===== config.mk =====
export PLATFORM = sky130hd
export DESIGN_NAME = decode_stage
export DESIGN_NICKNAME = d
export VERILOG_FILES = /design/src/rtl/decode_stage.sv
export SDC_FILE = /design/constraint.sdc
export NUM_CORES = 1
export LEC_CHECK = 0
export BUFFER_PORTS_ARGS = -buffer_cell sky130_fd_sc_hd__buf_2
export CAP_MARGIN = 5
export CORE_MARGIN = 2
export CORE_UTILIZATION = 50
export CTS_BUF_LIST = sky130_fd_sc_hd__clkbuf_2 sky130_fd_sc_hd__clkbuf_4 sky130_fd_sc_hd__clkbuf_8
export DETAILED_ROUTE_END_ITERATION = 12
export PLACE_DENSITY = 0.92
export SLEW_MARGIN = 20
export SYNTH_ARGS = -nofsm -noshare
export SYNTH_HDL_FRONTEND = slang
export SYNTH_SLANG_ARGS = --single-unit

===== constraint.sdc =====
create_clock -name clk -period 2.9 [get_ports clk]
set_clock_uncertainty 0.2 [all_clocks]
set_input_delay 0.145 -clock clk [delete_from_list [all_inputs] [get_ports clk]]
set_output_delay 0.145 -clock clk [all_outputs]
set_load 0.005 [all_outputs]

===== src/rtl/decode_stage.sv =====
// Registered RISC-V decode stage: field split, format-selected sign-extended immediate,
// illegal-encoding flag and pc passthrough. Define DECODE_SKID_EN for a registered-ready skid entry.
module decode_stage #(
    parameter int unsigned XLEN  = 32,
    parameter int unsigned PC_W  = 32,
    parameter int unsigned CNT_W = 16
) (
    input  logic             clk,
    input  logic             rst_n,
    input  logic             flush,
    input  logic             in_valid,
    output logic             in_ready,
    input  logic [31:0]      inst,
    input  logic [PC_W-1:0]  pc_in,
    output logic             out_valid,
    input  logic             out_ready,
    output logic [PC_W-1:0]  pc_out,
    output logic [4:0]       opcode,
    output logic [4:0]       rd,
    output logic [2:0]       func3,
    output logic [4:0]       rs1,
    output logic [4:0]       rs2,
    output logic [6:0]       func7,
    output logic [XLEN-1:0]  imm,
    output logic [2:0]       imm_fmt,
    output logic             illegal,
    output logic [CNT_W-1:0] dec_cnt
);

    typedef enum logic [2:0] {
        FMT_R   = 3'd0,
        FMT_I   = 3'd1,
        FMT_S   = 3'd2,
        FMT_B   = 3'd3,
        FMT_U   = 3'd4,
        FMT_J   = 3'd5,
        FMT_ILL = 3'd7
    } fmt_e;

    logic [31:0]     src_inst;
    logic [PC_W-1:0] src_pc;
    logic            src_avail;
    logic            accept;
    logic            deliver;
    logic            out_free;
    logic            load;
    fmt_e            fmt_d;
    fmt_e            fmt_q;
    logic [31:0]     imm32;
    logic [XLEN-1:0] imm_d;

    assign accept   = in_valid && in_ready;
    assign deliver  = out_valid && out_ready;
    assign out_free = !out_valid || out_ready;

`ifdef DECODE_SKID_EN
    logic            skid_valid;
    logic [31:0]     skid_inst;
    logic [PC_W-1:0] skid_pc;

    // Ready comes straight from a flop; a buffered entry always wins over new input.
    assign in_ready  = !skid_valid;
    assign src_inst  = skid_valid ? skid_inst : inst;
    assign src_pc    = skid_valid ? skid_pc : pc_in;
    assign src_avail = skid_valid || accept;

    always_ff @(posedge clk or negedge rst_n) begin
        if (!rst_n) begin
            skid_valid <= 1'b0;
            skid_inst  <= '0;
            skid_pc    <= '0;
        end else if (flush) begin
            skid_valid <= 1'b0;
        end else if (skid_valid && out_free) begin
            skid_valid <= 1'b0;
        end else if (accept && !out_free) begin
            skid_valid <= 1'b1;
            skid_inst  <= inst;
            skid_pc    <= pc_in;
        end
    end
`else
    assign in_ready  = !out_valid || out_ready;
    assign src_inst  = inst;
    assign src_pc    = pc_in;
    assign src_avail = accept;
`endif

    assign load = !flush && out_free && src_avail;

    always_comb begin
        fmt_d = FMT_ILL;
        if (src_inst[1:0] == 2'b11) begin
            case (src_inst[6:2])
                5'b01101, 5'b00101:                               fmt_d = FMT_U;
                5'b11011:                                         fmt_d = FMT_J;
                5'b11001, 5'b00000, 5'b00100, 5'b00011, 5'b11100: fmt_d = FMT_I;
                5'b01000:                                         fmt_d = FMT_S;
                5'b11000:                                         fmt_d = FMT_B;
                5'b01100:                                         fmt_d = FMT_R;
                5'b00110: if (XLEN == 64) fmt_d = FMT_I;
                5'b01110: if (XLEN == 64) fmt_d = FMT_R;
                default:                                          fmt_d = FMT_ILL;
            endcase
        end
    end

    always_comb begin
        imm32 = '0;
        case (fmt_d)
            FMT_I:   imm32 = {{20{src_inst[31]}}, src_inst[31:20]};
            FMT_S:   imm32 = {{20{src_inst[31]}}, src_inst[31:25], src_inst[11:7]};
            FMT_B:   imm32 = {{19{src_inst[31]}}, src_inst[31], src_inst[7],
                              src_inst[30:25], src_inst[11:8], 1'b0};
            FMT_U:   imm32 = {src_inst[31:12], 12'h000};
            FMT_J:   imm32 = {{11{src_inst[31]}}, src_inst[31], src_inst[19:12],
                              src_inst[20], src_inst[30:21], 1'b0};
            default: imm32 = '0;
        endcase
        // Every 32-bit immediate is already sign-extended, so widening to XLEN is a signed cast.
        imm_d = XLEN'($signed(imm32));
    end

    always_ff @(posedge clk or negedge rst_n) begin
        if (!rst_n) begin
            out_valid <= 1'b0;
            pc_out    <= '0;
            opcode    <= '0;
            rd        <= '0;
            func3     <= '0;
            rs1       <= '0;
            rs2       <= '0;
            func7     <= '0;
            imm       <= '0;
            fmt_q     <= FMT_R;
            illegal   <= 1'b0;
            dec_cnt   <= '0;
        end else begin
            out_valid <= !flush && (out_free ? src_avail : 1'b1);
            if (load) begin
                pc_out  <= src_pc;
                opcode  <= src_inst[6:2];
                rd      <= src_inst[11:7];
                func3   <= src_inst[14:12];
                rs1     <= src_inst[19:15];
                rs2     <= src_inst[24:20];
                func7   <= src_inst[31:25];
                imm     <= imm_d;
                fmt_q   <= fmt_d;
                illegal <= (fmt_d == FMT_ILL);
            end
            if (deliver && !flush && dec_cnt != '1)
                dec_cnt <= dec_cnt + 1'b1;
        end
    end

    assign imm_fmt = fmt_q;

endmodule


==> impl_metrics.json <==
{
  "power_density_nw_per_um2": 605.8,
  "place_congestion": 0.9275,
  "numCtsBuffers": 17,
  "cts_setup_buffers": 0,
  "post-route-drc-count": 0,
  "start_kind": "input pin",
  "std_cell_rows": 36,
  "power_leakage_nw": 3.853,
  "grt_max_degree": 121,
  "finalNonFillerCells": 929,
  "worstPathMaxFanout": 16,
  "io_pins": 185,
  "syn_nets": 605,
  "crit_start": "inst[6]",
  "cts_buffer_depth": 2,
  "yosysTopAreaCellShare_pct": 57.33,
  "grt_pass1_vias": 5111,
  "synth.distinct_cells": 51,
  "post-route-min-period_ns": 2.292,
  "slew_headroom_pct": 34.62,
  "drive_gt1_share_pct": 30.57,
  "reg2reg_from": "out_valid",
  "ys_top_cells_by_count": "nand2_1, dfrtp_1, a21oi_1",
  "area_delta_synth_final_pct": 43.34,
  "synthTopCellsByArea": "dfrtp_1, nand2_1, a21oi_1, a22o_1, buf_2",
  "yosys_warnings": 0,
  "maxCapViolations": 0,
  "whs_ns": 0.02624,
  "arrival_ns": 2.44,
  "dp_cells": 827,
  "cts_root_buffer": "clkbuf_8",
  "grt_overflow": 0,
  "synth-seq-cells": 115,
  "routed_wl_mm": 15.83,
  "clock_latency_ns": 0.43,
  "die-area_sq_um": 10860,
  "route.vias.total": 5014,
  "cts.clk_slew.worst_paths_ns": 0.07,
  "grt_pass1_wl_mm": 25.72,
  "period_share_pct": 79.04,
  "max_freq_mhz": 436.2,
  "dpl.hpwl_mm": 9.904,
  "min_from": "inst[0]",
  "cts_sinks": 115,
  "drt-initial-drc-count": 354,
  "synth_most_common_cell": "nand2_1",
  "floorplan.initialDensity_pct": 51.36,
  "postCtsResizedCells": 0,
  "synth_cells": 535,
  "drv_slew": 0,
  "final-hold-violation-count": 0,
  "via_per_inst": 5.397,
  "nets": 852,
  "r2r_slack_ns": 0.66,
  "antenna_found_initial": 1,
  "htree_levels": 4,
  "yosys.area.top_type": "dfrtp_1",
  "vdd.ir_drop.worst_v": 0.0004402,
  "fill_cells": 658,
  "die_w_um": 104.2,
  "die_h_um": 104.2,
  "ys.flop_type": "dfrtp_1",
  "worst_hold_path_type": "input pin to flop",
  "synth_edf_count": 0,
  "seq_area_frac_synth_pct": 57.33,
  "status": "completed",
  "ant_nets": 0,
  "setup_tns_ns": 0,
  "async_flop_share_pct": 100.0,
  "crit_type": "input pin to flop",
  "rsz0062_at_grt": "false",
  "grt_usage_pct": 30.04,
  "first_pass_iters": 5,
  "worstSetupEndpointType": "flop",
  "cts_tree": "built",
  "core-area_sq_um": 9774,
  "required_ns": 3.05,
  "drt-wirelength-per-cell_um": 17.04,
  "port_buffers": 184,
  "synth_area_sq_um": 5020,
  "worstMarginPinSlew_ns": 0.9775,
  "syn_avg_cell_area_sq_um": 9.383,
  "finalSetupViolations": 0
}
-- worst paths after layout --
check	cells past startpoint	end
worst max-delay path	8	imm[0]
worst min-delay path	4	imm_fmt[2]
worst max register to register	6	imm[28]
worst min register to register	2	pc_out[0]
max in group asynchronous	3	rs2[2]
min in group asynchronous	3	pc_out[12]
-- layout by cell type (no fill, tap or decap), types with 5 or more instances in the layout --
cell           instances
dlygate4sd3_1         68
clkbuf_8              19
nor2_1                12
nand4_1                5
nand2_1              212
bufinv_16              5
buf_4                  5
a22o_1                14
a21oi_1               63
nand3_1                8
xnor2_1                9
buf_2                183
dfrtp_1              115
-- critical path, cell delays in order --
cell and delay [ns]:
dlygate4sd3_1 0.54, buf_2 0.22, nand4bb_1 0.22, a21o_1 0.23, a21oi_4 0.27, dlygate4sd3_1 0.59
nand3_1 0.07, a21oi_1 0.15
-- final cells by class --
type,instances,area (sq um),area share [%]
clock buffers,22,284.0,3.947
repair buffers,259,1694,23.54
flip-flops and latches,115,2878,39.99
well taps,133,166.4,2.313
clock inverters,10,178.9,2.487
multi-input cells,386,1981,27.53
inverters,3,11.26,0.1565
diodes,1,2.502,0.03478
-- state kept, by name, summed over array words and instances (netlist names) --
| name | cells |
|---|---|
| imm | 32 |
| pc_out | 32 |
| dec_cnt | 16 |
| func7 | 7 |
| opcode | 5 |
| rd | 5 |
| rs1 | 5 |
| rs2 | 5 |
| func3 | 3 |
| imm_fmt | 3 |
| illegal | 1 |
| out_valid | 1 |
-- cell families (layout without fill, tap and decap cells) --
group                      after synthesis  count (layout)  synth area share (%)
AOI/OAI and AO/OA                       99              99                 12.11
xor gates and xnor gates                13              13                 2.268
adders and majority gates                1               1                0.2492
buffers and inverters                   34             294                 3.315
DFF                                    115             115                 57.33
muxes                                    3               3                0.7476
other                                    0               1                     0
and+or+nand+nor                        270             270                 23.98
-- layer usage --
metal | track usage (%) | wire length (um) | vias to the layer above
li1 | - | - | 2270
met1 | 36.56 | 6297 | 2413
met2 | 49.48 | 7715 | 277
met3 | 7.769 | 1250 | 54
met4 | 15.44 | 570 | 0
met5 | 0 | 0 | -
-- timing repair --
| action | CTS | global route |
|---|---|---|
| endpoints found under the setup margin | 0 | 0 |
| hold buffers | 69 | 0 |
| hold endpoints to repair | 212 | 0 |
-- per-stage QoR --
| step | worst slack [ns] | area [sq um] | util [%] | total power, mW |
|---|---|---|---|---|
| 3_5_place_dp | 0.6903 | 6030 | 61.69 | 2.562 |
| 2_1_floorplan | 1.048 | 5020 | - | 2.194 |
| 4_1_cts | 0.6705 | 7193 | 73.59 | 4.371 |
| 5_1_grt | 0.4310 | 7196 | 73.62 | 4.558 |
| 6_report | 0.6077 | 7196 | 73.62 | 4.359 |
| 3_3_place_gp | 0.7803 | 6030 | 61.69 | 2.502 |
-- power by group --
part           internal, mW  switching [mW]
clock network          1.09           0.637
logic                 0.340           0.381
registers              1.78           0.128
Power figures use the tool's default switching activity.
